File: src/rtl/dmem_pkg.sv
// Shared encodings, FSM states and byte-enable helper for the MEM-stage data memory.
package dmem_pkg;

  localparam logic [1:0] SZ_B = 2'b00;
  localparam logic [1:0] SZ_H = 2'b01;
  localparam logic [1:0] SZ_W = 2'b10;

  typedef enum logic [1:0] {
    ST_IDLE,
    ST_WAIT,
    ST_RESP
  } state_t;

  function automatic logic [3:0] be_mask(input logic [1:0] size, input logic [1:0] lo);
    case (size)
      SZ_B:    be_mask = 4'b0001 << lo;
      SZ_H:    be_mask = lo[1] ? 4'b1100 : 4'b0011;
      SZ_W:    be_mask = 4'b1111;
      default: be_mask = 4'b0000;
    endcase
  endfunction

endpackage

File: src/rtl/dmem_align.sv
// Combinational lane steering: byte enables, replicated store data,
// load extraction with sign/zero extension, and the misalign/illegal-size flag.
module dmem_align
  import dmem_pkg::*;
(
  input  logic [1:0]  i_size,
  input  logic [1:0]  i_lo,
  input  logic        i_unsigned,
  input  logic [31:0] i_wdata,
  input  logic [31:0] i_rword,
  output logic [3:0]  o_be,
  output logic [31:0] o_wdata,
  output logic [31:0] o_rdata,
  output logic        o_misalign
);

  logic [15:0] w_half;
  logic [7:0]  w_byte;

  assign w_half = i_lo[1] ? i_rword[31:16] : i_rword[15:0];
  assign w_byte = i_lo[0] ? w_half[15:8] : w_half[7:0];

  always_comb begin
    o_be       = be_mask(i_size, i_lo);
    o_wdata    = i_wdata;
    o_rdata    = '0;
    o_misalign = 1'b0;
    case (i_size)
      SZ_B: begin
        o_wdata = {4{i_wdata[7:0]}};
        o_rdata = {{24{~i_unsigned & w_byte[7]}}, w_byte};
      end
      SZ_H: begin
        o_wdata    = {2{i_wdata[15:0]}};
        o_rdata    = {{16{~i_unsigned & w_half[15]}}, w_half};
        o_misalign = i_lo[0];
      end
      SZ_W: begin
        o_rdata    = i_rword;
        o_misalign = |i_lo;
      end
      default: o_misalign = 1'b1;
    endcase
  end

endmodule

File: src/rtl/dmem_ctrl.sv
// Data-memory controller: valid/ready request, WAIT_CYCLES wait states, registered
// response; array is read/written on the edge that enters RESP.
module dmem_ctrl
  import dmem_pkg::*;
#(
  parameter int          DEPTH       = 32,
  parameter int          ADDR_W      = 32,
  parameter int          WAIT_CYCLES = 0,
  parameter int          INIT_IDX    = 12,
  parameter logic [31:0] INIT_VAL    = 32'h0000_001E
) (
  input  logic              clk,
  input  logic              rst,
  input  logic              req_valid,
  output logic              req_ready,
  input  logic              req_we,
  input  logic [1:0]        req_size,
  input  logic              req_unsigned,
  input  logic [ADDR_W-1:0] req_addr,
  input  logic [31:0]       req_wdata,
  output logic              resp_valid,
  output logic [31:0]       resp_rdata,
  output logic              resp_err
);

  localparam int IDX_W = $clog2(DEPTH);
  localparam state_t ACC_STATE = (WAIT_CYCLES > 0) ? ST_WAIT : ST_RESP;

  state_t            r_state, w_next;
  logic [3:0]        r_cnt;
  logic              r_we, r_uns;
  logic [1:0]        r_size;
  logic [ADDR_W-1:0] r_addr;
  logic [31:0]       r_wdata;
  logic [31:0]       r_mem [DEPTH];
  logic [31:0]       r_rdata;
  logic              r_err;

  logic              w_accept, w_latched, w_access;
  logic              w_we, w_uns, w_oor, w_misalign, w_err;
  logic [1:0]        w_size;
  logic [ADDR_W-1:0] w_addr;
  logic [31:0]       w_wdata, w_wsh, w_ext;
  logic [3:0]        w_be;
  logic [IDX_W-1:0]  w_idx;

  assign req_ready  = !rst && (r_state == ST_IDLE || r_state == ST_RESP);
  assign w_accept   = req_valid && req_ready;
  assign resp_valid = (r_state == ST_RESP);
  assign resp_rdata = r_rdata;
  assign resp_err   = r_err;

  // With zero wait states the access happens on the accept edge itself, so use live inputs.
  assign w_latched = (r_state == ST_WAIT);
  assign w_we      = w_latched ? r_we    : req_we;
  assign w_size    = w_latched ? r_size  : req_size;
  assign w_uns     = w_latched ? r_uns   : req_unsigned;
  assign w_addr    = w_latched ? r_addr  : req_addr;
  assign w_wdata   = w_latched ? r_wdata : req_wdata;

  assign w_idx = w_addr[IDX_W+1:2];
  assign w_oor = (w_addr >> 2) >= ADDR_W'(DEPTH);
  assign w_err = w_oor || w_misalign;

  dmem_align u_align (
    .i_size     (w_size),
    .i_lo       (w_addr[1:0]),
    .i_unsigned (w_uns),
    .i_wdata    (w_wdata),
    .i_rword    (r_mem[w_idx]),
    .o_be       (w_be),
    .o_wdata    (w_wsh),
    .o_rdata    (w_ext),
    .o_misalign (w_misalign)
  );

  always_comb begin
    w_next = r_state;
    case (r_state)
      ST_IDLE, ST_RESP: w_next = w_accept ? ACC_STATE : ST_IDLE;
      ST_WAIT:          if (r_cnt <= 4'd1) w_next = ST_RESP;
      default:          w_next = ST_IDLE;
    endcase
  end

  assign w_access = !rst && (w_next == ST_RESP);

  always_ff @(posedge clk) begin
    if (rst) begin
      r_state <= ST_IDLE;
      r_cnt   <= '0;
    end else begin
      r_state <= w_next;
      if (w_accept)
        r_cnt <= 4'(WAIT_CYCLES);
      else if (r_state == ST_WAIT && r_cnt != 4'd0)
        r_cnt <= r_cnt - 4'd1;
    end
  end

  always_ff @(posedge clk) begin
    if (w_accept) begin
      r_we    <= req_we;
      r_size  <= req_size;
      r_uns   <= req_unsigned;
      r_addr  <= req_addr;
      r_wdata <= req_wdata;
    end
  end

  always_ff @(posedge clk) begin
    if (rst) begin
      for (int i = 0; i < DEPTH; i++)
        r_mem[i] <= (i == INIT_IDX) ? INIT_VAL : 32'h0;
      r_rdata <= '0;
      r_err   <= 1'b0;
    end else if (w_access) begin
      r_err   <= w_err;
      r_rdata <= (w_we || w_err) ? 32'h0 : w_ext;
      if (w_we && !w_err) begin
        for (int b = 0; b < 4; b++)
          if (w_be[b]) r_mem[w_idx][8*b +: 8] <= w_wsh[8*b +: 8];
      end
    end
  end

endmodule
File: config.mk
export PLATFORM = sky130hd
export DESIGN_NAME = dmem_ctrl
export DESIGN_NICKNAME = d
export VERILOG_FILES = /design/src/rtl/dmem_pkg.sv /design/src/rtl/dmem_align.sv /design/src/rtl/dmem_ctrl.sv
export SDC_FILE = /design/constraint.sdc
export NUM_CORES = 2
export LEC_CHECK = 0
export ABC_AREA = 1
export CAP_MARGIN = 30
export CORE_AREA = 10 10 396 398
export CTS_CLUSTER_SIZE = 8
export DETAILED_ROUTE_END_ITERATION = 16
export DIE_AREA = 0 0 406 408
export GPL_TIMING_DRIVEN = 0
export MAX_ROUTING_LAYER = met4
export PLACE_DENSITY = 0.52
export SLEW_MARGIN = 20
export SYNTH_ARGS = -nofsm -noshare
export SYNTH_HDL_FRONTEND = slang
export SYNTH_SLANG_ARGS = --single-unit
File: constraint.sdc
create_clock -name clk -period 4.7 [get_ports clk]
set_clock_uncertainty 0.05 [all_clocks]
set_input_delay 0.705 -clock clk [delete_from_list [all_inputs] [get_ports clk]]
set_output_delay 0.705 -clock clk [all_outputs]
set_load 0.05 [all_outputs]
==> impl_metrics.sql <==
INSERT INTO impl_metrics (metric_group, metric, value, unit) VALUES
('layout', 'finish.net_count', '5833', ''),
('worst_setup_path', 'crit_slowest_cell', 'clkbuf_1', ''),
('drt', 'drt-total-wl', '231', 'mm'),
('synth', 'synth_nets', '5499', ''),
('clock_network', 'worst_setup_hold_path_clk_slew', '60', 'ps'),
('sta', 'final_sum_of_negative_setup_slack', '-1760', 'ps'),
('drt', 'drcViolationCount', '0', ''),
('worst_setup_path', 'critical_path_required', '5320', 'ps'),
('synth', 'synth.largest_area_cell', 'edfxtp_1', ''),
('grt', 'global_route_wire_length_before_repair', '315', 'mm'),
('drt', 'routed_wl_per_cell', '29.7', 'um'),
('grt', 'largest_net_degree_at_the_start_of_global_routing', '40', ''),
('floorplan', 'design.core.area', '0.149', 'mm^2'),
('floorplan', 'die_height', '408', 'um'),
('clock_network', 'worst_skew_pair.late_latency', '810', 'ps'),
('worst_setup_path', 'path_common_cell', 'nand2_1', ''),
('worst_setup_path', 'critical_path_cell_list', 'inv_2 -> nand2_2 -> nand2_1 -> o21ai_1 -> buf_2 -> buf_2 -> clkbuf_1 -> o21ai_0 -> nand2_1 -> nand2_1 -> nand2_1 -> nor2_1 -> nand3_1 -> nand2_1 -> a21oi_1 -> nand2_1 -> nand2_1 -> a21oi_1', ''),
('floorplan', 'pin_count', '106', ''),
('placement', 'place_hpwl', '168', 'mm'),
('sta', 'setup_ws', '-122', 'ps'),
('layout', 'fraction_of_final_layout_cells_with_drive_strength_greater_than_1', '0.111', ''),
('floorplan', 'rows', '142', ''),
('synth', 'post_synth_inst_count', '5425', ''),
('run', 'timing.max_cap.violations', '0', ''),
('synth', 'yosysSeqAreaShare', '0.650', ''),
('worst_setup_path', 'worst_setup_path_start_kind', 'register', ''),
('floorplan', 'initial_core_util', '0.347', ''),
('worst_setup_path', 'reg2reg_slack', '-120', 'ps'),
('drt', 'first_iter_violations', '6179', ''),
('min_path', 'hp-class', 'register to register', ''),
('worst_setup_path', 'worstSetupPathType', 'register to register', ''),
('synth', 'yosysUniqueCellTypes', '36', ''),
('layout', 'fin_area', '0.0612', 'mm^2'),
('sta', 'max_freq', '207', 'MHz'),
('sta', 'rsz0062_at_grt', 'false', ''),
('worst_setup_path', 'crit_arrival', '5440', 'ps'),
('grt', 'first_global_vias', '40600', ''),
('pwr', 'post-layout-total-power', '24.8', 'mW'),
('pwr', 'power.density', '405', 'mW/mm^2'),
('sta', 'fin_hold_ws', '415', 'ps'),
('grt', 'global_route.usage.total', '0.279', ''),
('clock_network', 'cts_hold_buf', '0', ''),
('drt', 'post_drt_via_cell_ratio', '5.57', ''),
('placement', 'post_dp_cell_area', '0.0558', 'mm^2'),
('clock_network', 'numCtsBuffers', '160', ''),
('clock_network', 'cts_num_sinks', '1131', ''),
('outcome', 'outcome', 'finished with violations', ''),
('synth', 'yosys_register_bits', '1131', ''),
('synth', 'netlist_top_cells_area', 'edfxtp_1, nand2_1, nor2_1', ''),
('grt', 'number_of_antenna_violations_at_the_first_check_in_global_routing', '11', ''),
('pwr', 'max-vdd-ir-drop', '0.298', 'mV'),
('drt', 'detailedRoute.firstPassIterationCount', '6', ''),
('sta', 'final_worst_path_cycle_share', '1.03', ''),
('layout', 'area_of_the_multi_input_gates', '0.0160', 'mm^2'),
('grt', 'gr-total-overflow', '0', ''),
('sta', 'timing_worst_slew_pin_value', '1320', 'ps'),
('synth', 'post-synth-top-area-fraction', '0.635', ''),
('placement', 'gp_routability_congestion', '1.01', ''),
('clock_network', 'h_tree_level_count', '4', ''),
('layout', 'area.sequential', '0.0336', 'mm^2'),
('sta', 'hold_viol', '0', ''),
('synth', 'post_synth.cell_area_avg', '9.53', 'um^2'),
('synth', 'syn-cell-area', '0.0517', 'mm^2'),
('drt', 'postRouteAntennaNets', '0', ''),
('clock_network', 'cts_root_buf', 'clkbuf_16', ''),
('sta', 'setup_violations', '53', ''),
('clock_network', 'max-clock-path-buffers', '3', ''),
('placement', 'io_buffers', '104', ''),
('drt', 'dr_total_vias', '43300', ''),
('clock_network', 'cts_tree', 'built', ''),
('floorplan', 'die_area', '0.166', 'mm^2'),
('sta', 'slew-limit-headroom', '0.121', ''),
('worst_setup_path', 'critical_path.endpoint_type', 'register', ''),
('layout', 'fill_cells', '14800', ''),
('worst_setup_path', 'timing.critical_path.slowest_cell_delay', '810', 'ps'),
('sta', 'drv_slew', '0', ''),
('layout', 'layout_area_overhead', '18.4', '%'),
('worst_setup_path', 'crit_fanout', '10', ''),
('outcome', 'violations', 'negative setup slack', ''),
('synth', 'synth-warning-count', '0', ''),
('sta', 'finalWorstPathRequiredPeriod', '4820', 'ps'),
('pwr', 'leakagePower', '24.0', 'nW'),
('floorplan', 'chipWidth', '406', 'um');
[cell families after synthesis]
logic type               count (synthesis)  synth area share
multiplexers                            10           0.00194
AO/OA/AOI/OAI                          590            0.0615
flip-flops                            1131             0.650
AND/OR/NAND/NOR                       3013             0.234
adder cells (fa/ha/maj)                  3          0.000726
buffers and inverters                  678            0.0522
[cell usage after synthesis (all sizes together)]
| cell type | number |
|---|---|
| nand2 | 1311 |
| and3 | 7 |
| nor4 | 7 |
| mux2i | 10 |
| clkinv | 4 |
| o22ai | 155 |
| nand3b | 10 |
| dfxtp | 39 |
| nand3 | 101 |
| nor3 | 270 |
| a211oi | 1 |
| clkbuf | 214 |
| ha | 3 |
| o41ai | 1 |
| nand4 | 3 |
| nor2 | 1249 |
| a21oi | 55 |
| a31o | 1 |
| a32oi | 2 |
| buf | 132 |
| edfxtp | 1092 |
| or2 | 55 |
| inv | 328 |
| o21ai | 375 |
[worst paths after layout]
path	endpoint	startpoint	cells after the start
worst max-delay path	resp_rdata[11]	r_state[1]	18
worst min register to register	resp_rdata[28]	resp_rdata[28]	2
worst max register to register	resp_rdata[11]	r_state[1]	18
worst min-delay path	resp_rdata[28]	resp_rdata[28]	2
[cell type report]
cell class                 instances  share of cell area
tap                             1944              0.0397
timing repair buffer             173              0.0292
clock buffer                     216              0.0695
buffer                           345              0.0255
inverter                         332              0.0204
antenna                            9            0.000368
sequential                      1131               0.549
multi-input combinational       3616               0.262
clock inverter                    17             0.00476
[metal layers]
layer  routed length, um  global-route usage  share of wire  vias to the layer above
li1                    -                   -              -                    18800
met1               90500               0.357           0.39                    21300
met2               99700               0.399           0.43                     2699
met3               27200              0.0792           0.12                      554
met4               13700               0.142          0.059                        0
met5                   0                   -              0                        -
[where the power goes]
part	switching (mW)	leakage, nW	internal [mW]	total, mW
clock	4.58	2.19	6.34	10.9
sequential	0.109	11.3	11.4	11.5
combinational	1.87	10.5	0.490	2.36
total	6.56	24.0	18.2	24.8
[critical path: cells and delay by family (launching register included)]
family          cells  cell delay, ps
buf+inv             4            1960
compound gates      4             810
simple gates       10            1370
flops               1             450
[layout by cell type (no fill, tap or decap), types with 9 or more instances in the layout]
| cell | instances |
|---|---|
| a21oi_1 | 53 |
| buf_1 | 18 |
| buf_2 | 89 |
| buf_4 | 38 |
| buf_6 | 25 |
| buf_8 | 15 |
| clkbuf_1 | 225 |
| clkbuf_16 | 162 |
| clkbuf_2 | 43 |
| clkbuf_4 | 11 |
| clkdlybuf4s50_1 | 104 |
| dfxtp_1 | 38 |
| diode_2 | 9 |
| edfxtp_1 | 1092 |
| inv_1 | 287 |
| inv_2 | 40 |
| nand2_1 | 1250 |
| nand2_2 | 57 |
| nand3_1 | 101 |
| nand3b_1 | 10 |
| nor2_1 | 1214 |
| nor2_2 | 12 |
| nor2_4 | 23 |
| nor3_1 | 260 |
| nor3_4 | 9 |
| o21ai_0 | 321 |
| o21ai_1 | 22 |
| o21ai_2 | 20 |
| o21ai_4 | 12 |
| o22ai_1 | 155 |
| or2_2 | 55 |
[registers in the layout (all words and copies together) (netlist names)]
name	cells
r_addr	32
resp_rdata	32
resp_err	1
r_we	1
r_size	2
r_mem	1024
r_wdata	32
r_state	2
r_uns	1
r_cnt	4
[what timing repair did]
item	CTS	global route
pin swaps	4	5
gates resized for setup	124	95
setup buffers	8	10
endpoints found under the setup margin	2055	1297
[stage by stage]
step | util | worst slack, ps | instances
floorplan | - | 813 | 5425
global placement | 0.370 | -2820 | 7473
detailed placement | 0.375 | -2080 | 7522
CTS | 0.409 | -20.3 | 7762
global route | 0.411 | 4.72 | 7781
finish | 0.411 | -122 | 7783
Note: power is estimated with default switching activity, not from simulation.
